File: config.mk
export PLATFORM = sky130hd
export DESIGN_NAME = oam_dma
export DESIGN_NICKNAME = d
export VERILOG_FILES = /design/src/rtl/oam_dma.sv
export SDC_FILE = /design/constraint.sdc
export NUM_CORES = 1
export LEC_CHECK = 0
export CAP_MARGIN = 20
export CORE_MARGIN = 5
export CORE_UTILIZATION = 45
export CTS_CLUSTER_DIAMETER = 200
export CTS_CLUSTER_SIZE = 12
export DETAILED_ROUTE_END_ITERATION = 6
export GPL_TIMING_DRIVEN = 0
export PLACE_DENSITY_LB_ADDON = 0.05
export SKIP_LAST_GASP = 1
export SYNTH_ARGS = -nofsm -noshare
export SYNTH_HDL_FRONTEND = slang
export SYNTH_SLANG_ARGS = --single-unit
File: constraint.sdc
create_clock -name clock -period 5.2 [get_ports clock]
set_clock_uncertainty 0.1 [all_clocks]
set_input_delay 1.04 -clock clock [delete_from_list [all_inputs] [get_ports clock]]
set_output_delay 1.04 -clock clock [all_outputs]
set_load 0.02 [all_outputs]
File: src/rtl/oam_dma.sv
// Sprite DMA engine: snoops CPU writes to the trigger address, halts the CPU
// and copies one 256-byte page to the OAM data port as alternating read/write pairs.
module oam_dma #(
  parameter logic [15:0] TRIGGER_ADDR = 16'h4014,
  parameter logic [15:0] DEST_ADDR    = 16'h2004
) (
  input  logic        clock,
  input  logic        nreset,
  input  logic [15:0] cpu_addr,
  input  logic [7:0]  cpu_wdata,
  input  logic        cpu_rw,
  input  logic [7:0]  bus_rdata,
  output logic        cpu_rdy,
  output logic        dma_owns_bus,
  output logic [15:0] dma_addr,
  output logic        dma_rw,
  output logic [7:0]  dma_wdata
);

  // state  | meaning
  // IDLE   | CPU runs, watching for a trigger write
  // HALT   | cpu_rdy low, waiting for the CPU to reach a read (halt) cycle
  // ALIGN  | one dummy cycle so the first READ lands on an even cycle
  // READ   | DMA reads {page, idx} (even cycle)
  // WRITE  | DMA writes the latched byte to the OAM data port (odd cycle)
  typedef enum logic [2:0] {
    S_IDLE,
    S_HALT,
    S_ALIGN,
    S_READ,
    S_WRITE
  } state_t;

  state_t     state, state_nx;
  logic [7:0] page, page_nx;
  logic [7:0] idx, idx_nx;
  logic [7:0] rd_buf;
  logic       phase;

  always_comb begin
    state_nx = state;
    page_nx  = page;
    idx_nx   = idx;
    case (state)
      S_IDLE: begin
        if (!cpu_rw && cpu_addr == TRIGGER_ADDR) begin
          page_nx  = cpu_wdata;
          idx_nx   = 8'h00;
          state_nx = S_HALT;
        end
      end
      S_HALT: begin
        // phase=1 now means the following cycle is even, so READ can start there
        if (cpu_rw) state_nx = phase ? S_READ : S_ALIGN;
      end
      S_ALIGN: state_nx = S_READ;
      S_READ:  state_nx = S_WRITE;
      S_WRITE: begin
        if (idx == 8'hFF) begin
          state_nx = S_IDLE;
        end else begin
          idx_nx   = idx + 8'h01;
          state_nx = S_READ;
        end
      end
      default: state_nx = S_IDLE;
    endcase
  end

  // Outputs are registered from the next-state decode so they only move on the clock edge
  always_ff @(posedge clock) begin
    if (nreset) begin
      state        <= S_IDLE;
      page         <= 8'h00;
      idx          <= 8'h00;
      rd_buf       <= 8'h00;
      phase        <= 1'b0;
      cpu_rdy      <= 1'b1;
      dma_owns_bus <= 1'b0;
      dma_rw       <= 1'b1;
      dma_addr     <= 16'h0000;
    end else begin
      state        <= state_nx;
      page         <= page_nx;
      idx          <= idx_nx;
      phase        <= ~phase;
      cpu_rdy      <= (state_nx == S_IDLE);
      dma_owns_bus <= (state_nx == S_READ) || (state_nx == S_WRITE);
      if (state == S_READ) rd_buf <= bus_rdata;
      if (state_nx == S_READ) begin
        dma_rw   <= 1'b1;
        dma_addr <= {page_nx, idx_nx};
      end else if (state_nx == S_WRITE) begin
        dma_rw   <= 1'b0;
        dma_addr <= DEST_ADDR;
      end
    end
  end

  assign dma_wdata = rd_buf;

endmodule

==> reports/qor.yml, run 1 <==
finish:
  diodes: 0
  drive_gt1_share_pct: 8.36
  final_cell_area_um2: 2710
  fillCellCount: 381
  final_nets: 310
  areaGrowthSynthToFinish_pct: 38.8
global_routing:
  grtUsageTotal_pct: 16.6
  grt_pass1_vias: 1569
  antenna_found_initial: 0
  grt_pass1_wl_um: 7180
  grt_start_max_net_pins: 14
  grt_overflow_total: 0
synth:
  postSynthAreaPerCell_um2: 9.46
  ys_top_cells_by_area: "dfxtp_1 48%, mux2i_1 4.6%, nand2_1 4.6%"
  yosysSeqAreaShare_pct: 48.3
  syn_inst: 206
  synthDistinctLibCells: 42
  synth_nets: 242
  synth.cell_area_um2: 1950
  yosysMostFrequentCell: "dfxtp_1"
  synth_top_area_cell: "dfxtp_1"
  yosys-top-cells-count: "47 x dfxtp_1, 24 x nand2_1, 23 x nor2_1"
  yosysWarnings: 0
  ys_ff_latch: 47
  synth-edff-count: 0
  ys_async_sr_fraction_pct: 0
  ys.flop_type: "dfxtp_1"
  synth_top_area_share_pct: 48.3
setup_path:
  cp-start-kind: "input port"
  critPathKind: "input port to flip-flop"
  cp_max_fo: 10
  cp-end-kind: "flip-flop"
  required_ns: 5.28
  cp.arrival_ns: 2.93
floorplanning:
  num_io_pins: 62
  core_area_um2: 4260
  die_h_um: 75.8
  die_x_um: 75.8
  dieArea_um2: 5750
  row_count: 24
  start_util_pct: 45.7
clock_tree:
  ctsHtreeMaxLevel: 2
  cts_inserted_buffers: 5
  clock-sinks: 47
  ctsLongestPathBuffers: 2
  clkLatencyLatePin_ns: 0.29
  clk_pin_slew_ns: 0.08
  cts_root_buffer: "clkbuf_8"
  cts.repair.resized: 0
  cts_hold_buf: 0
  cts_tree: "built"
  cts_setup_buffers: 0
job:
  drv_cap: 0
detailed_routing:
  met1_length_um: 2120
  firstDrtPassIters: 4
  viasPerCell: 5.12
  wl_met3_um: 303
  antenna_left: 0
  vias: 1673
  drt-initial-drc-count: 81
  wl_met2_um: 2060
  wl_um: 4530
  wl_per_cell_um: 13.9
  drc: 0
  highest_layer: "met4"
timing:
  period_share_pct: 54.9
  slew_headroom_pct: 57.9
  setup_ws_ns: 2.35
  rsz0062_at_grt: "false"
  finalHoldViolations: 0
  fin_tns_setup_ns: 0
  fmax_mhz: 350
  finalMaxSlewViolations: 0
  worst_pin_slew_ns: 0.622
  setup_viol: 0
  min_period_ns: 2.85
placement:
  place_ws_ns: 2.01
  io_buffers: 61
  dpl-instance-area_um2: 2630
  dp_hpwl_um: 3400
  place_congestion: 0.761
pwr:
  power_density_nw_per_um2: 224
  max-vdd-ir-drop_v: 0.000181
  leakagePower_uw: 0.000897
worst_hold_path:
  hp-class: "flip-flop to flip-flop"
outcome:
  outcome: "finished, final reports clean"
==> worst paths after layout <==
path	start	end	slack, ns	depth (start not counted)
hold reg to reg	phase	phase	0.35	1
setup / recovery	cpu_rw	dma_addr[15]	2.35	7
hold / removal	phase	phase	0.35	1
setup reg to reg	state[2]	dma_addr[15]	3.18	7
==> cell families (layout without fill, tap and decap cells) <==
family / count (synthesis) / count (layout) / share of synthesized area [%]
and+or+nand+nor: 83 / 83 / 22.0
adders and majority gates: 1 / 1 / 0.642
buffers and inverters: 13 / 82 / 3.40
muxes: 9 / 9 / 4.62
AOI/OAI and AO/OA: 53 / 53 / 21.1
DFF: 47 / 47 / 48.3
==> registers in the layout, summed over array words and instances (netlist names) <==
name / cells
cpu_rdy: 1
dma_addr: 16
dma_owns_bus: 1
dma_rw: 1
dma_wdata: 8
idx: 8
page: 8
phase: 1
state: 3
==> area by class of cell <==
cell class              instances  area [um2]  area share, %
clock inverters                 1        5.00          0.185
inverters                       3        11.3          0.416
repair buffers                 61         611           22.6
well taps                      52        65.1           2.40
plain buffers                  10        55.1           2.03
flip-flops and latches         47         941           34.8
clock buffers                   7        76.3           2.82
multi-input cells             146         942           34.8
==> power breakdown <==
part	internal, uW	switching (uW)	leakage (uW)
Clock	94.5	114	0.0000422
Sequential	360	0.375	0.000379
Combinational	25.8	12.3	0.000476
Total	480	126	0.000897
==> stage by stage <==
stage	power, uW	util, %	hold WS, ns	instances
global route	634	63.5	0.378	327
floorplan	378	-	0.310	206
CTS	614	63.5	0.347	327
detailed placement	407	61.6	0.336	319
global placement	407	61.6	0.332	319
finish	607	63.5	0.346	327
==> layout by cell type, fill, tap and decap left out, types with 7 or more instances in the layout <==
cell / count
clkdlybuf4s50_1: 61
dfxtp_1: 47
nand2_1: 24
nor2_1: 23
a21oi_1: 14
mux2i_1: 9
o2bb2ai_1: 8
nand3_1: 7
nor3_1: 7
==> critical path, stage by stage <==
cell,delay (ns)
clkdlybuf4s50_1,0.46
nor4b_1,0.35
nand3_1,0.21
nor2_4,0.24
buf_4,0.25
mux2i_1,0.28
o2bb2ai_1,0.10
==> per-layer routing <==
layer	global-route usage, %	vias up
met5	0	-
met3	5.80	4
li1	-	873
met2	25.6	36
met1	21.8	760
met4	5.24	0
(Power assumes the default switching activity.)
==> run 2: changes to the inputs <==
==> constraint.sdc (replaced) <==
create_clock -name clock -period 2.9 [get_ports clock]
set_clock_uncertainty 0.1 [all_clocks]
set_input_delay 0.58 -clock clock [delete_from_list [all_inputs] [get_ports clock]]
set_output_delay 0.58 -clock clock [all_outputs]
set_load 0.02 [all_outputs]
==> results of run 2 <==
The final DEF is identical to that of run 1. Status: finished, final reports clean.
Main changes from that run: setup slack after placement 2.01 ns -> 0.166 ns; setup slack after layout 2.35 ns -> 0.505 ns; register-to-register setup slack 3.18 ns -> 0.88 ns; total power 607 uW -> 1090 uW; worst IR drop on VDD 0.000181 V -> 0.000325 V
